**config.mk**
```make
export PLATFORM = sky130hd
export DESIGN_NAME = if_id_pipe_reg
export DESIGN_NICKNAME = d
export VERILOG_FILES = /design/src/rtl/if_id_pipe_reg_pkg.sv /design/src/rtl/if_id_pipe_reg_pipe_entry.sv /design/src/rtl/if_id_pipe_reg.sv
export SDC_FILE = /design/constraint.sdc
export NUM_CORES = 1
export LEC_CHECK = 0
export ABC_AREA = 1
export BUFFER_PORTS_ARGS = -buffer_cell sky130_fd_sc_hd__buf_2
export CORE_MARGIN = 5
export CORE_UTILIZATION = 50
export DETAILED_ROUTE_END_ITERATION = 12
export HOLD_SLACK_MARGIN = 0.05
export PLACE_DENSITY = 0.77
export REMOVE_ABC_BUFFERS = 1
export SLEW_MARGIN = 30
export SYNTH_ARGS = -nofsm -noshare
export SYNTH_HDL_FRONTEND = slang
export SYNTH_SLANG_ARGS = --single-unit
export TNS_END_PERCENT = 10
```
**constraint.sdc**
```tcl
create_clock -name clk -period 1.2 [get_ports clk]
set_input_delay 0.24 -clock clk [delete_from_list [all_inputs] [get_ports clk]]
set_output_delay 0.24 -clock clk [all_outputs]
set_load 0.1 [all_outputs]
```
**src/rtl/if_id_pipe_reg_pkg.sv**
```systemverilog
// Shared types and defaults for the IF/ID pipeline register and its entries.
// Payload layout and state encoding are common to the top and the bench.
package if_id_pipe_reg_pkg;

  localparam int DEF_ILEN = 32;
  localparam int DEF_XLEN = 32;
  localparam logic [31:0] DEF_NOP_INSTR = 32'h00000013;
  localparam logic [31:0] DEF_RESET_PC  = 32'h00000000;

  typedef struct packed {
    logic                fault;
    logic [DEF_XLEN-1:0] pc;
    logic [DEF_ILEN-1:0] instr;
  } fetch_payload_t;

  // Encoding equals the number of held entries, so it doubles as occupancy.
  typedef enum logic [1:0] {
    EMPTY = 2'd0,
    ONE   = 2'd1,
    TWO   = 2'd2
  } state_e;

endpackage

```
**src/rtl/if_id_pipe_reg_pipe_entry.sv**
```systemverilog
// One payload slot with a valid bit: enable load, synchronous clear,
// asynchronous active-low reset. Clear wins over load.
module pipe_entry #(
  parameter int W = 65
) (
  input  logic         clk,
  input  logic         rst,
  input  logic         clr,
  input  logic         load,
  input  logic [W-1:0] d,
  output logic         valid,
  output logic [W-1:0] q
);

  always_ff @(posedge clk or negedge rst) begin
    if (!rst) begin
      valid <= 1'b0;
      q     <= '0;
    end else if (clr) begin
      valid <= 1'b0;
    end else if (load) begin
      valid <= 1'b1;
      q     <= d;
    end
  end

endmodule

```
**src/rtl/if_id_pipe_reg.sv**
```systemverilog
// IF/ID pipeline register with valid/ready handshake and a 2-entry skid buffer.
// Main entry M drives decode; skid entry S catches an accept that lands during a stall.
module if_id_pipe_reg
  import if_id_pipe_reg_pkg::*;
#(
  parameter int               ILEN      = DEF_ILEN,
  parameter int               XLEN      = DEF_XLEN,
  parameter logic [ILEN-1:0]  NOP_INSTR = ILEN'(DEF_NOP_INSTR),
  parameter logic [XLEN-1:0]  RESET_PC  = XLEN'(DEF_RESET_PC)
) (
  input  logic            clk,
  input  logic            rst,
  input  logic            valid_i,
  input  logic [ILEN-1:0] instr_i,
  input  logic [XLEN-1:0] pc_i,
  input  logic            fault_i,
  output logic            ready_o,
  output logic            valid_o,
  output logic [ILEN-1:0] instr_o,
  output logic [XLEN-1:0] pc_o,
  output logic            fault_o,
  input  logic            ready_i,
  input  logic            flush_i,
  output logic [1:0]      occupancy_o
);

  localparam int PW = ILEN + XLEN + 1;

  typedef struct packed {
    logic            fault;
    logic [XLEN-1:0] pc;
    logic [ILEN-1:0] instr;
  } payload_t;

  payload_t in_pl, m_d, m_q, s_q;
  logic     m_valid, s_valid;
  logic     load_m, clr_m, load_s, clr_s;
  logic     accept, issue, ready_q;
  state_e   state, state_d;

  assign in_pl  = '{fault: fault_i, pc: pc_i, instr: instr_i};
  assign state  = m_valid ? (s_valid ? TWO : ONE) : EMPTY;
  assign accept = valid_i & ready_q;
  assign issue  = m_valid & ready_i;

  always_comb begin
    state_d = state;
    load_m  = 1'b0;
    clr_m   = 1'b0;
    load_s  = 1'b0;
    clr_s   = 1'b0;
    m_d     = in_pl;
    if (flush_i) begin
      clr_m   = 1'b1;
      clr_s   = 1'b1;
      state_d = EMPTY;
    end else begin
      case (state)
        EMPTY: if (accept) begin
          load_m  = 1'b1;
          state_d = ONE;
        end
        ONE: if (accept && issue) begin
          load_m = 1'b1;
        end else if (accept) begin
          load_s  = 1'b1;
          state_d = TWO;
        end else if (issue) begin
          clr_m   = 1'b1;
          state_d = EMPTY;
        end
        TWO: if (issue) begin
          load_m  = 1'b1;
          m_d     = s_q;
          clr_s   = 1'b1;
          state_d = ONE;
        end
        default: state_d = EMPTY;
      endcase
    end
  end

  // Registered ready keeps decode back-pressure off the fetch-side timing path.
  always_ff @(posedge clk or negedge rst) begin
    if (!rst) ready_q <= 1'b1;
    else      ready_q <= (state_d != TWO);
  end

  pipe_entry #(.W(PW)) u_main (
    .clk(clk), .rst(rst), .clr(clr_m), .load(load_m),
    .d(m_d), .valid(m_valid), .q(m_q)
  );

  pipe_entry #(.W(PW)) u_skid (
    .clk(clk), .rst(rst), .clr(clr_s), .load(load_s),
    .d(in_pl), .valid(s_valid), .q(s_q)
  );

  assign ready_o     = ready_q;
  assign valid_o     = m_valid;
  assign instr_o     = m_valid ? m_q.instr : NOP_INSTR;
  assign pc_o        = m_valid ? m_q.pc    : RESET_PC;
  assign fault_o     = m_valid & m_q.fault;
  assign occupancy_o = 2'(state);

endmodule

```
## Word level (Yosys, flattened, before mapping)

Cells that the tools add are included.

| storage, ports and cells | value |
|---|---|
| bits in registers | 133 |
| word-level logic and storage cells | 51 |

| cells by class | value |
|---|---|
| equality and inequality tests | 3 |
| mux-type cells | 32 |
| bitwise gates (word level) | 5 |
| reductions and logical operators | 6 |

Operators with widths:

| cell | number |
|---|---|
| $mux 65 | 3 |
| $mux 32 | 2 |
| $mux 1 | 17 |
| $mux 2 | 8 |
| $pmux 2 s3 | 1 |
| $reduce_and 2->1 | 2 |
| $reduce_bool 2->1 | 2 |
| $and 1x1->1 | 3 |
| $pmux 1 s3 | 1 |
| $eq 2x1->1 const B | 1 |
| $eq 2x2->1 const B | 1 |
| $logic_not 2->1 | 1 |
| $ne 2x2->1 const B | 1 |
| $not 1->1 | 2 |
| $logic_and 1x1->1 | 1 |

## Longest topological paths before layout

| depth | value |
|---|---|
| word-level depth | 8 |
| depth in mapped cells | 9 |

## Modules after synthesis

From an unflattened synthesis, not the netlist that was laid out.

| unflattened totals | value |
|---|---|
| cell total of the unflattened synthesis | 945 |
| area total of the unflattened synthesis | 6,820.3 um2 |

Modules (own cells, without submodules):

| module | times used | cells each | area an instance (um2) |
|---|---|---|---|
| pipe_entry | 2 | 286 | 2,613.8 |
| if_id_pipe_reg | 1 | 373 | 1,592.8 |

## Worst setup path before layout

No wires, ideal clock.

| path | value |
|---|---|
| kind | register to output |
| start | reg u_main.valid |
| end | out instr_o[10] |
| arrival | 2,250 ps |
| setup slack | -1,290 ps |
| stages on the path, launching flop included | 5 |
| cell sequence | dfrtp_1 -> clkbuf_1 -> clkbuf_1 -> nand2_1 -> inv_1 |

| between the ends | value |
|---|---|
| longest elaborated chain between the ends | 1 |

RTL lines:

| item | RTL line | source |
|---|---|---|
| from (decl) | if_id_pipe_reg_pipe_entry.sv:11 | `output logic valid,` |
| from (signal assigned) | if_id_pipe_reg_pipe_entry.sv:17 | `valid <= 1'b0;` |
| from (signal assigned) | if_id_pipe_reg_pipe_entry.sv:20 | `valid <= 1'b0;` |
| from (signal assigned) | if_id_pipe_reg_pipe_entry.sv:22 | `valid <= 1'b1;` |
| $mux 32 | if_id_pipe_reg.sv:101 | `assign instr_o = m_valid ? m_q.instr : NOP_INSTR;` |
| to (decl) | if_id_pipe_reg.sv:19 | `output logic [ILEN-1:0] instr_o,` |

Every way passes these cells.

## Worst setup path after layout

| path | value |
|---|---|
| start | reg u_main.valid |
| end | out instr_o[28] |

Same word-level chain as after synthesis.

==> out/metrics.csv <==
stage,metric,value,unit
grt,vias_in_the_first_global_route,6109,
cells_and_area,layout-drive-gt1-share,27.15,%
place,portBuffers,138,
synthesis,yosysWarnings,0,
grt,groute.layer.met3.usage,5.703,%
detailed_routing,route.vias.total,6012,
sta,rsz0062_at_grt,yes,
grt,grt_first_pass_wirelength,29120,um
cells_and_area,nFillCells,934,
grt,globalRouteTotalUtil,22.60,%
floorplanning,fp.coreArea,12720,um^2
setup_path,cp.arrival,1.46,ns
cells_and_area,areaGrowthSynthToFinish,44.58,%
floorplanning,floorplan.die.height,124.5,um
setup_path,biggest_fanout_along_the_worst_timing_path,20,
status,failed_checks,setup timing,
synthesis,yosys.area_share.simple,28.37,%
sta,slew_headroom,81.80,%
setup_path,timing.setup.critical_path_class,reg -> out,
cts,clk_pin_slew_worst_paths,0.06,ns
sta,final-setup-viol-count,200,
synthesis,synth_top_family_by_area,simple AND/OR/NAND/NOR gates,
detailed_routing,antenna_left,0,
synthesis,synth_ff_type,dfrtp_1,
cells_and_area,final_common_cell,nand2_1,
sta,slew_violations,0,
sta,tightestPinTransition,0.2731,ns
sta,timing.final.crit_share,141.4,%
synthesis,syn_inst,921,
cts,cts.htree.levels,4,
sta,hold_violations,0,
synthesis,yosys.area_share.xor_xnor,0,%
setup_path,worst-r2r-setup-slack,-0.31,ns
floorplanning,dieWidth,124.5,um
detailed_routing,routed_wirelength,17260,um
status,status,"complete, but fails checks",
setup_path,worst_ep_required_time,0.96,ns
detailed_routing,drtIter0Drc,494,
setup_path,worst-path-buf-inv,3,
cells_and_area,multi_input_area,2342,um^2
cts,tritoncts,built,
cts,clock_path_buffers,2,
detailed_routing,routedWlPerCell,13.80,um
grt,overflow_left_after_global_routing,0,
sta,fin_worst_skew,0.01068,ns
sta,maximum_clock_frequency,589.2,MHz
job,cap_violations,0,
setup_path,slowest_delay,0.43,ns
cells_and_area,number_of_nets_in_the_finished_design,1136,
cts,cts_inserted_buffers,17,
hold_path,hold_class,in -> reg,
floorplanning,ios,139,
synthesis,yosys.area.top_type,dfrtp_1,
synthesis,synthMuxAreaShare,0,%
grt,grt_antenna_before_repair,0,
sta,final.min_clock_period,1.697,ns
setup_path,worst_setup_path_end_kind,output port,
detailed_routing,first_pass_iters,5,
sta,setup_slack,-0.4973,ns
pwr,leakage,5.410,nW
setup_path,slowest_stage,dfrtp_2,
synthesis,async_flop_share,100.0,%
synthesis,synthAdderAreaFrac,0,%
synthesis,synthesis.area_per_instance,7.121,um^2
floorplanning,floorplan.die_area,15510,um^2
cts,root_buffer,clkbuf_16,
detailed_routing,drt-vias-per-instance,4.806,
cells_and_area,mostFrequentLayoutCells,"nand2_1, inv_1, dfrtp_1, buf_12, buf_2",
synthesis,post_synth_num_cell_types,16,
sta,setup_total_negative_slack,-62.95,ns
grt,grt.busiest_layer,met2,
setup_path,cp_cell_instances,buf_6 > nand2_1 > inv_1 > buf_12,
place,hpwlAfterDp,11190,um
cells_and_area,insertedDiodeCount,0,
place,gp_weighted_congestion,0.7912,
synthesis,post_synth_edffs,0,
floorplanning,std_cell_rows,41,
cells_and_area,register_area,3331,um^2
grt,global_route.usage.met1,28.69,%
pwr,max_vdd_drop,0.001254,V
cts,clkSinkCount,133,
synthesis,synth.yosys.seq_area_share,50.76,%
synthesis,fraction_of_the_mapped_netlist_area_in_compound_gates,5.227,%
synthesis,yosys-top-cells-area,"dfrtp_1, nand2_1, inv_1, nand3_1, o21ai_1",
synthesis,ys_seq_elements,133,
cells_and_area,final_util,74.54,%
pwr,cellPowerDensity,2270,nW/um^2
setup_path,cpLargestDelayFamily,buffers and inverters,
floorplanning,initial_utilization,51.55,%
synthesis,synth_top_area_share,50.36,%
sta,fin_hold_ws,0.08730,ns
detailed_routing,detail_route.drc_violations,0,
synthesis,syn-cell-area,6559,um^2
grt,grt_start_max_net_pins,55,
grt,gr-usage-met2,38.20,%
cts,clkLatencyLatePin,0.41,ns
setup_path,cp-start-kind,flip-flop,
-- layer usage --
metal	share of wire, %	routed length, um
met5	0	0
met3	5.9	1018
met2	51	8857
met1	41	7063
met4	1.9	321
-- cell usage after synthesis, types with 2 or more instances --
cell type	n
o21ai_1	66
buf_6	5
nor2_1	5
or2_2	3
nand2_1	395
dfrtp_1	132
nand3_1	67
buf_4	6
inv_2	2
clkbuf_1	13
buf_2	25
inv_1	198
-- per-stage QoR --
stage | instance area [um^2] | setup slack [ns] | total power [W] | std cells
finish | 9483 | -0.4973 | 0.02152 | 1251
global placement | 8652 | -0.2723 | 0.01540 | 1213
CTS | 9364 | -0.4985 | 0.02140 | 1249
detailed placement | 8652 | -0.3263 | 0.01571 | 1213
floorplan | 6284 | -4.577 | 0.01258 | 872
global route | 9483 | -0.5557 | 0.02265 | 1251
-- registers in the layout, indices dropped and copies added (netlist names) --
name / cells
u_main.q: 65
u_skid.q: 65
ready_o: 1
u_main.valid: 1
u_skid.valid: 1
-- tightest hold or removal path, cell delays in order --
cell and delay [ns]:
buf_2 0.10, inv_1 0.06, o21ai_1 0.06
-- kinds of logic (layout without fill, tap and decap cells) --
logic type             count (synthesis)  after routing
flip-flops                           133            133
AO/OA/AOI/OAI                         68             68
buffers and inverters                249            407
AND/OR/NAND/NOR                      471            471
-- layout make-up --
cell class,instances,area share (%)
clock buffer,21,4.961
clock inverter,11,1.570
inverter,200,7.969
multi-input combinational,539,24.70
sequential,133,35.12
tap,172,2.269
timing repair buffer,175,23.41
-- report_power, final --
| group | internal, W | total, W | leakage (nW) | switching (W) |
|---|---|---|---|---|
| Clock | 0.00344 | 0.00539 | 0.296 | 0.00195 |
| Sequential | 0.00633 | 0.00745 | 1.66 | 0.00112 |
| Combinational | 0.00315 | 0.00869 | 3.46 | 0.00554 |
-- worst paths after layout --
check / startpoint / end / cells past startpoint
max in group asynchronous: rst / u_skid.q[47] / 3
worst min-delay path: pc_i[6] / u_skid.q[38] / 3
min in group asynchronous: rst / u_main.q[9] / 2
worst max-delay path: u_main.valid / instr_o[28] / 4
worst min register to register: u_main.q[64] / u_main.q[64] / 2
worst max register to register: ready_o / u_main.q[36] / 7
-- repair_timing --
| item | in CTS | in global routing |
|---|---|---|
| hold endpoints to repair | 133 | 0 |
| resized for setup | 63 | 32 |
| cloned | 0 | 1 |
| hold buffers | 1 | 0 |
| setup buffers | 3 | 1 |
| setup endpoints to repair | 200 | 202 |
| pin swaps | 0 | 1 |
Note: power is estimated with default switching activity, not from simulation.
